File: src/rtl/mc_ctrl.sv
// rtl/mc_ctrl.sv - multi-cycle FETCH/DECODE/EXEC/MEM/WB sequencer for the MIPS datapath.
// Optional macro MC_CTRL_IMEM_WAIT_EN adds imem_ready to stall FETCH.
module mc_ctrl #(
  parameter logic [31:0] RESET_PC = 32'h0000_3000
) (
  input  logic        clk,
  input  logic        reset,
  input  logic [5:0]  opcode,
  input  logic [5:0]  func,
  input  logic        zero,
`ifdef MC_CTRL_IMEM_WAIT_EN
  input  logic        imem_ready,
`endif
  output logic        ir_we,
  output logic        pc_we,
  output logic [1:0]  npc_sel,
  output logic        grf_we,
  output logic [1:0]  a3_sel,
  output logic [1:0]  wd_sel,
  output logic [2:0]  alu_op,
  output logic        alu_b_sel,
  output logic        ext_op,
  output logic        dm_we,
  output logic [2:0]  state,
  output logic        retire,
  output logic [31:0] instr_count
);

  // The datapath owns the PC; a misaligned reset vector is a build error there too.
  if (RESET_PC[1:0] != 2'b00) begin : g_bad_reset_pc
    $error("mc_ctrl: RESET_PC must be word aligned");
  end

  typedef enum logic [2:0] {
    S_FETCH  = 3'd0,
    S_DECODE = 3'd1,
    S_EXEC   = 3'd2,
    S_MEM    = 3'd3,
    S_WB     = 3'd4
  } state_t;

  typedef enum logic [3:0] {
    C_ADDU, C_SUBU, C_JR, C_ORI, C_LUI, C_LW, C_SW, C_BEQ, C_JAL, C_UNK
  } cls_t;

  localparam logic [2:0] ALU_ADD = 3'd0;
  localparam logic [2:0] ALU_SUB = 3'd1;
  localparam logic [2:0] ALU_OR  = 3'd2;
  localparam logic [2:0] ALU_LUI = 3'd3;

  state_t      state_q, state_d;
  cls_t        cls;
  logic [31:0] count_q;
  logic        fetch_go;

`ifdef MC_CTRL_IMEM_WAIT_EN
  assign fetch_go = imem_ready;
`else
  assign fetch_go = 1'b1;
`endif

  always_comb begin
    cls = C_UNK;
    case (opcode)
      6'h00: begin
        case (func)
          6'h21:   cls = C_ADDU;
          6'h23:   cls = C_SUBU;
          6'h08:   cls = C_JR;
          default: cls = C_UNK;
        endcase
      end
      6'h0d:   cls = C_ORI;
      6'h0f:   cls = C_LUI;
      6'h23:   cls = C_LW;
      6'h2b:   cls = C_SW;
      6'h04:   cls = C_BEQ;
      6'h03:   cls = C_JAL;
      default: cls = C_UNK;
    endcase
  end

  always_ff @(posedge clk or posedge reset) begin
    if (reset) begin
      state_q <= S_FETCH;
    end else begin
      state_q <= state_d;
    end
  end

  always_comb begin
    state_d   = S_FETCH;
    ir_we     = 1'b0;
    pc_we     = 1'b0;
    npc_sel   = 2'd0;
    grf_we    = 1'b0;
    a3_sel    = 2'd0;
    wd_sel    = 2'd0;
    alu_op    = ALU_ADD;
    alu_b_sel = 1'b0;
    ext_op    = 1'b0;
    dm_we     = 1'b0;
    if (!reset) begin
      // Selects depend only on the latched instruction so they stay stable across its states.
      alu_b_sel = (cls == C_ORI) || (cls == C_LUI) || (cls == C_LW) || (cls == C_SW);
      ext_op    = (cls == C_LW) || (cls == C_SW) || (cls == C_BEQ);
      case (cls)
        C_ORI:        alu_op = ALU_OR;
        C_LUI:        alu_op = ALU_LUI;
        C_SUBU, C_BEQ: alu_op = ALU_SUB;
        default:      alu_op = ALU_ADD;
      endcase
      if (cls == C_JAL) begin
        a3_sel = 2'd2;
        wd_sel = 2'd2;
      end else begin
        a3_sel = ((cls == C_ADDU) || (cls == C_SUBU)) ? 2'd1 : 2'd0;
        wd_sel = (cls == C_LW) ? 2'd1 : 2'd0;
      end

      case (state_q)
        S_FETCH: begin
          ir_we   = fetch_go;
          state_d = fetch_go ? S_DECODE : S_FETCH;
        end
        S_DECODE: begin
          case (cls)
            C_JAL: begin
              grf_we  = 1'b1;
              pc_we   = 1'b1;
              npc_sel = 2'd2;
              state_d = S_FETCH;
            end
            C_JR: begin
              pc_we   = 1'b1;
              npc_sel = 2'd3;
              state_d = S_FETCH;
            end
            C_UNK: begin
              pc_we   = 1'b1;
              npc_sel = 2'd0;
              state_d = S_FETCH;
            end
            default: state_d = S_EXEC;
          endcase
        end
        S_EXEC: begin
          case (cls)
            C_LW, C_SW: state_d = S_MEM;
            C_BEQ: begin
              pc_we   = 1'b1;
              npc_sel = zero ? 2'd1 : 2'd0;
              state_d = S_FETCH;
            end
            default: state_d = S_WB;
          endcase
        end
        S_MEM: begin
          if (cls == C_SW) begin
            dm_we   = 1'b1;
            pc_we   = 1'b1;
            state_d = S_FETCH;
          end else begin
            state_d = S_WB;
          end
        end
        S_WB: begin
          grf_we  = 1'b1;
          pc_we   = 1'b1;
          state_d = S_FETCH;
        end
        default: state_d = S_FETCH;
      endcase
    end
  end

  always_ff @(posedge clk or posedge reset) begin
    if (reset) begin
      count_q <= 32'd0;
    end else if (pc_we) begin
      count_q <= count_q + 32'd1;
    end
  end

  assign retire      = pc_we;
  assign state       = state_q;
  assign instr_count = count_q;

endmodule

File: config.mk
export PLATFORM = sky130hd
export DESIGN_NAME = mc_ctrl
export DESIGN_NICKNAME = d
export VERILOG_FILES = /design/src/rtl/mc_ctrl.sv
export SDC_FILE = /design/constraint.sdc
export NUM_CORES = 1
export LEC_CHECK = 0
export CORE_MARGIN = 4
export CORE_UTILIZATION = 48
export CTS_CLUSTER_SIZE = 28
export DETAILED_ROUTE_END_ITERATION = 10
export PLACE_DENSITY = 0.85
export SLEW_MARGIN = 20
export SYNTH_ARGS = -nofsm -noshare
export SYNTH_HDL_FRONTEND = slang
export SYNTH_SLANG_ARGS = --single-unit
File: constraint.sdc
create_clock -name clk -period 3.9 [get_ports clk]
set_input_delay 0.975 -clock clk [delete_from_list [all_inputs] [get_ports clk]]
set_output_delay 0.975 -clock clk [all_outputs]
set_load 0.05 [all_outputs]
==> results.toml, run 1 <==
[worst_setup_path]
r2r-start = "state[0]"
end_kind = "output port"
cp-startpoint = "opcode[5]"
reg2reg_to = "instr_count[15]"
reg2reg_depth = 6
r2r_slack_ps = 1330
worstSetupEndpoint = "a3_sel[0]"
worstSetupPathType = "input pin to output port"
start_kind = "input pin"
arrival_ps = 2750
cp_max_fo = 6
worst_ep_required_time_ps = 2920

[routing]
via_per_inst = 5.80
via_count = 2157
drt_pre_antenna_iters = 5
routedWlPerCell_um = 15.9
ant_nets = 0
drc = 0
drt_wl_total_um = 5910
drtIter0Drc = 128

[clock_network]
clkTransAtPathRegs_ps = 70
cts_hold_buf = 0
clock-root-buffer = "clkbuf_8"
clock_latency_ps = 280
cts_htree_levels = 2
cts_tree = "done"
clk_path_buf_depth = 2
cts_buffers = 5
cts_sinks = 35

[power]
vdd_drop_max_uv = 419
p_leak_uw = 0.00148
p_per_area_mw_per_mm2 = 308
power_uw = 1050

[global_routing]
grt_max_degree = 36
gr-usage-met1_pct = 27.4
use_met3_pct = 4.70
grt_usage_pct = 20.1
grt_use_met2_pct = 32.4
grt.busiest_layer = "met2"
overflow = 0
antenna_found_initial = 0
grt_pass1_wl_um = 10000
grt_pass1_vias = 2110

[job]
max_cap_violations = 0

[final_layout]
syn2layout_area_growth_pct = 43.8
antenna_cells = 0
fin_util_pct = 71.7
drive_gt1_share_pct = 23.6
nFillCells = 346
nets = 321
multi_input_area_sq_mm = 0.00138
seqCellArea_sq_um = 876

[die]
core-area_sq_mm = 0.00475
die_y_um = 78.3
ioPinCount = 66
dieArea_sq_mm = 0.00613
num_rows = 25
initial_core_util_pct = 49.8
die_w_um = 78.3

[logic_synthesis]
avgSynthCellArea_sq_um = 10.2
netlist_area_sq_mm = 0.00237
yosys-top-cells-count = "dfrtp_1 (35), xor2_1 (27), nand2_1 (17)"
synth_top_area_cell = "dfrtp_1"
async_flop_share_pct = 100
synth_seq_cells = 35
synthMostInstantiatedCell = "dfrtp_1"
synthCells = 232
yosys_warnings = 0
synth_sequential_area_ratio_pct = 37.0
ys_top_cells_by_area = "dfrtp_1 (37%), xor2_1 (10%), a2111oi_4 (5.8%)"
synth_cell_type_count = 53
synth_edf_count = 0
yosys_most_used_dff = "dfrtp_1"
yosysTopAreaCellShare_pct = 37.0
syn_nets = 248

[place]
gp_congestion = 0.874
detailed_place_hpwl_um = 4370
io_buffers = 64

[status]
status = "complete, no violations"

[sta]
setup_viol = 0
tightest_slew_ps = 696
slew-limit-headroom_pct = 53.5
drv_slew = 0
fin_crit_sh_pct = 95.5
finalHoldViolCount = 0
rsz0062_at_grt = "no"
finalCriticalPeriod_ps = 3720
hold_ws_ps = 486
skew_ps = 4.73
max_freq_mhz = 268

[worst_hold_path]
worstHoldPathType = "register to register"
-- registers in the layout, summed over array words and instances, names as in the netlist --
register,flops
instr_count,32
state,3
-- through the flow --
stage               std cells  instance area (sq um)  setup TNS [ps]  worst slack, ps
finish                    372                   3410               0              175
floorplan                 232                   2390            -112             -112
global route              372                   3410               0             55.4
CTS                       372                   3370               0             3.69
global placement          364                   3240            -174             -110
detailed placement        364                   3240            -363             -229
-- final cells by class --
type,instances,share of cell area [%]
Sequential cell,35,25.7
Inverter,7,0.771
Clock buffer,6,2.42
Timing Repair Buffer,85,27.9
Tap cell,67,2.46
Multi-Input combinational cell,171,40.5
Clock inverter,1,0.147
-- routing by layer --
metal,part of all wire [%],routed length (um),up-vias
met5,0,0,-
met4,0.96,57,0
met3,4.6,273,8
met2,49,2920,67
met1,45,2660,1076
li1,-,-,1006
-- logic make-up (layout without fill, tap and decap cells) --
kind of cell | count (synthesis) | after routing | share of synthesized area (%)
buf+inv | 26 | 99 | 6.60
other cells | 1 | 1 | 0.158
xor+xnor | 31 | 31 | 11.5
mux | 2 | 2 | 1.11
simple gates | 88 | 88 | 22.4
fa+ha+maj | 1 | 1 | 0.528
flops | 35 | 35 | 37.0
compound gates | 48 | 48 | 20.8
-- critical path, cell delays in order --
cell,delay [ps]
dlygate4sd2_1,280
buf_4,160
nor4_4,250
nand2_1,120
or4_4,430
o211ai_1,160
nor4bb_2,90
bufbuf_16,290
-- where the power goes --
group	total, uW	switching [uW]	internal [uW]
Clock	261	123	138
Combinational	354	226	128
Sequential	436	42.2	394
Total	1050	391	660
-- what timing repair did --
item,4_1_cts,5_1_grt
resized for setup,9,11
buffers inserted,1,0
endpoints found under the setup margin,3,7
pin swaps,6,6
-- worst min-delay path by stage --
stage,from,to,cells after the start
after floorplan,instr_count[31],instr_count[31],1
after global placement,instr_count[31],instr_count[31],1
after detailed placement,instr_count[31],instr_count[31],1
after CTS,instr_count[31],instr_count[31],1
after global routing,instr_count[31],instr_count[31],1
final,instr_count[31],instr_count[31],1
-- cells in the final DEF (no fill, tap or decap), types with 3 or more instances in the layout --
cell / count
nand2b_1: 3
nor2b_1: 5
a211oi_1: 12
nand4_1: 7
xnor2_1: 4
a21oi_1: 10
a2111oi_2: 5
buf_12: 11
a2111oi_4: 5
xor2_1: 27
dlymetal6s2s_1: 8
nand2_1: 17
dfrtp_1: 35
buf_4: 21
nand3_1: 12
nor4_1: 6
nor2_1: 9
buf_6: 3
clkdlybuf4s50_1: 39
inv_1: 7
clkbuf_8: 6
(Power assumes the default switching activity.)
==> run 2: changes to the inputs <==
clock period = 4 ns   (was 3.9 ns; I/O delays follow)
==> run 2 against run 1 <==
Effect of this change:
- count of clock-buffer cells in the layout rose by 1
- critical path depth fell by 1
- die area did not move
- via count fell by 3.1%
- core utilization fell by 1.0 points
- register-to-register slack improved by 190 ps
- clock power fell by 6%
- largest cell class unchanged
- sequential share of layout area rose by 0.36 points
- clock skew rose by 0.83 ps
==> results.toml, run 2 (synthesized netlist as in run 1, its figures left out) <==
[clock_network]
cts_buffers = 5
clkTransAtPathRegs_ps = 60
clock-root-buffer = "clkbuf_8"
cts_hold_buf = 0
clock_latency_ps = 290
cts_htree_levels = 2
cts_sinks = 35
clk_path_buf_depth = 2
cts_tree = "done"

[global_routing]
gr-usage-met1_pct = 26.1
grt_use_met2_pct = 33.8
grt_max_degree = 31
use_met3_pct = 3.90
overflow = 0
grt_pass1_vias = 2068
grt.busiest_layer = "met2"
grt_usage_pct = 20.1
grt_pass1_wl_um = 9820
antenna_found_initial = 0

[final_layout]
drive_gt1_share_pct = 22.1
antenna_cells = 0
largest_reg_flops = 32
mostFrequentLayoutCell = "clkdlybuf4s50_1"
final_cells = 370
syn2layout_area_growth_pct = 41.8
layout_common_cells = "clkdlybuf4s50_1 (40), dfrtp_1 (35), xor2_1 (27)"
nets = 318

[place]
gp_congestion = 0.870
io_buffers = 64
detailed_place_hpwl_um = 4280
dp.cells = 360

[sta]
fin_crit_sh_pct = 96.6
finalHoldViolCount = 0
finalCriticalPeriod_ps = 3860
slew-limit-headroom_pct = 49.3
setup_viol = 0
skew_ps = 5.57
drv_slew = 0
rsz0062_at_grt = "no"
hold_ws_ps = 470
tightest_slew_ps = 758
max_freq_mhz = 259

[worst_hold_path]
worstHoldPathType = "register to register"

[worst_setup_path]
cp_cell_sequence = "clkdlybuf4s50_1 > and4b_1 > and2_1 > nor4_2 > o211ai_1 > nor4bb_2 > bufbuf_16"
worstSetupPathType = "input pin to output port"
worst_ep_required_time_ps = 3000
cp_max_fo = 5
start_kind = "input pin"
arrival_ps = 2860
max_stage_delay_ps = 470
crit_family = "simple AND/OR/NAND/NOR gates"
cp_slowest_cell = "clkdlybuf4s50_1"
worst-path-buf-inv = 2
end_kind = "output port"

[die]
core-area_sq_mm = 0.00475
num_rows = 25
ioPinCount = 66
initial_core_util_pct = 49.8
dieArea_sq_mm = 0.00613
die_y_um = 78.3
die_w_um = 78.3

[routing]
via_count = 2090
ant_nets = 0
routedWlPerCell_um = 15.9
via_per_inst = 5.65
drt_pre_antenna_iters = 4
drtIter0Drc = 155
drc = 0
drt_wl_total_um = 5900

[power]
vdd_drop_max_uv = 414
p_per_area_mw_per_mm2 = 302
p_leak_uw = 0.00143

[job]
max_cap_violations = 0

[status]
status = "complete, no violations"
## run 2: report_power, final
| part | internal, uW | total, uW | switching (uW) |
|---|---|---|---|
| Clock | 122 | 245 | 123 |
| Sequential | 384 | 426 | 42.6 |
| Combinational | 121 | 342 | 221 |
| Total | 627 | 1010 | 386 |
## run 2: metal layers
metal | vias up | share of wire (%)
li1 | 997 | -
met1 | 1004 | 44
met2 | 76 | 49
met3 | 13 | 4.6
met4 | 0 | 2.0
met5 | - | 0
## run 2: what timing repair did
action / CTS / global route
setup buffers: 2 / 0
pin swaps: 2 / 5
gates resized for setup: 7 / 10
setup endpoints to repair: 5 / 3
## run 2: area by class of cell
cell class / count / area, sq um
well taps: 67 / 83.8
flip-flops and latches: 35 / 876
clock buffers: 7 / 76.3
repair buffers: 82 / 916
clock inverters: 1 / 5.00
multi-input cells: 171 / 1380
fillers: 364 / 1400
inverters: 7 / 26.3
## run 2: through the flow
step           util [%]  TNS, ps  worst slack [ps]  area (sq um)  power [uW]
2_1_floorplan         -    -61.9             -61.9          2380         654
3_3_place_gp       67.5    -79.9             -67.4          3210         764
3_5_place_dp       67.5     -366              -106          3210         771
4_1_cts            69.9        0              47.0          3330        1020
5_1_grt            70.7        0              18.7          3360        1060
6_report           70.7        0               135          3360        1010
## run 2: path summary, 6_finish.rpt
path / from / end / slack, ps / cells after the start
min in group asynchronous: reset / instr_count[25] / 1220 / 3
hold reg to reg: instr_count[31] / instr_count[31] / 470 / 1
hold / removal: instr_count[31] / instr_count[31] / 470 / 1
max in group asynchronous: reset / instr_count[16] / 2130 / 4
setup / recovery: opcode[1] / a3_sel[0] / 140 / 7
setup reg to reg: state[0] / instr_count[15] / 1520 / 6
==> run 3: changes to the inputs <==
PLACE_DENSITY = 0.8   (was 0.85)
==> run 3 against run 2 <==
Effect of this change:
- clock power decreased by 5%
- sequential share of layout area rose by 0.12 points
- register-to-register slack got worse by 40 ps
- combinational power about the same
- core utilization shrank 0.32 points
- count of clock-buffer cells in the layout fell by 1
- sequential power about the same
- critical path depth is 1 higher
- non-clock buffer count is 1 lower
==> results.toml, run 3 (synthesized netlist as in run 1, its figures left out) <==
[final_layout]
antenna_cells = 0
syn2layout_area_growth_pct = 41.1
nFillCells = 333
layout_common_cells = "clkdlybuf4s50_1 (42), dfrtp_1 (35), xor2_1 (27)"
mostFrequentLayoutCell = "clkdlybuf4s50_1"
fin_util_pct = 70.3
largest_reg_flops = 32
nets = 317
multi_input_area_sq_mm = 0.00138
seqCellArea_sq_um = 876
drive_gt1_share_pct = 22.0

[worst_setup_path]
cp-startpoint = "opcode[1]"
cp_slowest_cell = "clkdlybuf4s50_1"
cp_max_fo = 5
start_kind = "input pin"
max_stage_delay_ps = 490
worstSetupPathType = "input pin to output port"
r2r_slack_ps = 1480
arrival_ps = 2930
cp_cell_sequence = "clkdlybuf4s50_1 > buf_4 > nor2_2 > nand2_2 > or4_4 > o211ai_1 > nor4bb_2 > bufbuf_16"
worstSetupEndpoint = "a3_sel[0]"
r2r-start = "state[0]"
worst_ep_required_time_ps = 3000
end_kind = "output port"
reg2reg_to = "instr_count[15]"
reg2reg_depth = 6

[routing]
ant_nets = 0
routedWlPerCell_um = 16.0
via_count = 2079
drt_pre_antenna_iters = 4
via_per_inst = 5.66
drc = 0
drtIter0Drc = 154
drt_wl_total_um = 5870

[power]
p_leak_uw = 0.00142
switching_share_pct = 37.8
clock_power_share_pct = 23.2
power.share.sequential_pct = 42.5
internal-power_uw = 623
p_per_area_mw_per_mm2 = 299
vdd_drop_max_uv = 441
p_sw_uw = 378
pwr-share-comb_pct = 34.3

[die]
dieArea_sq_mm = 0.00613
die_w_um = 78.3
num_rows = 25
die_y_um = 78.3
core-area_sq_mm = 0.00475
initial_core_util_pct = 49.8
ioPinCount = 66

[sta]
tightest_slew_ps = 706
max_freq_mhz = 255
skew_ps = 4.14
slew-limit-headroom_pct = 52.8
setup_ws_ps = 72.0
drv_slew = 0
finalCriticalPeriod_ps = 3930
setup_viol = 0
fin_crit_sh_pct = 98.2
rsz0062_at_grt = "no"
finalHoldViolCount = 0

[clock_network]
cts_sinks = 35
cts_tree = "done"
cts_htree_levels = 2
clk_path_buf_depth = 2
cts_hold_buf = 0
cts_buffers = 5
clock_latency_ps = 280
clock-root-buffer = "clkbuf_8"
clkTransAtPathRegs_ps = 60

[global_routing]
grt_max_degree = 36
grt_pass1_wl_um = 10200
grt_usage_pct = 20.4
grt_pass1_vias = 2115
overflow = 0
antenna_found_initial = 0

[place]
gp_congestion = 0.875
detailed_place_hpwl_um = 4220
post-place-ws_ps = -109
io_buffers = 64

[worst_hold_path]
worstHoldPathType = "register to register"

[job]
max_cap_violations = 0

[status]
status = "complete, no violations"
==> run 3: through the flow <==
step                cell area, sq um  setup TNS [ps]  hold slack (ps)  power (uW)  cells
detailed placement              3210            -152              471         773    360
global route                    3340               0              510        1050    367
floorplan                       2380           -61.9              779         654    232
CTS                             3310               0              484        1010    367
global placement                3210           -70.5              457         769    360
finish                          3340               0              479        1000    367
==> run 3: power by group through the flow <==
stage          Combinational, uW  Sequential (uW)  Clock (uW)
2_1_floorplan                127              527           0
3_3_place_gp                 337              431           0
3_5_place_dp                 341              432           0
4_1_cts                      344              425         238
5_1_grt                      362              433         255
6_report                     343              426         232
==> run 3: critical path, delay by kind of cell <==
| family | cells | cell delay [ps] |
|---|---|---|
| AOI/OAI and AO/OA | 1 | 150 |
| and+or+nand+nor | 4 | 790 |
| buffers and inverters | 3 | 980 |
==> run 3: final cells by class <==
type | count | share of cell area (%)
Multi-Input combinational cell | 171 | 41.1
Timing Repair Buffer | 81 | 27.2
Sequential cell | 35 | 26.2
Tap cell | 67 | 2.51
Clock buffer | 6 | 2.17
Inverter | 7 | 0.786
==> run 3: how the worst min path moves through the flow <==
stage	slack, ps	startpoint	depth (start not counted)	to
4_1_cts	480	instr_count[31]	1	instr_count[31]
3_5_place_dp	470	instr_count[31]	1	instr_count[31]
5_1_grt	510	instr_count[31]	1	instr_count[31]
2_1_floorplan	780	instr_count[31]	1	instr_count[31]
3_3_place_gp	460	instr_count[31]	1	instr_count[31]
6_report	480	instr_count[31]	1	instr_count[31]
==> run 3: repair_timing <==
action,in CTS,in global routing
endpoints found under the setup margin,3,4
resized for setup,6,11
pin swaps,2,5
buffers inserted,1,0
==> run 3: per-layer routing <==
layer | share of wire [%] | track usage [%] | up-vias
met1 | 46 | 27.7 | 1028
met4 | 2.0 | 6.82 | 0
met3 | 3.7 | 4.01 | 13
met2 | 48 | 32.6 | 51
li1 | - | - | 987
met5 | 0 | 0 | -
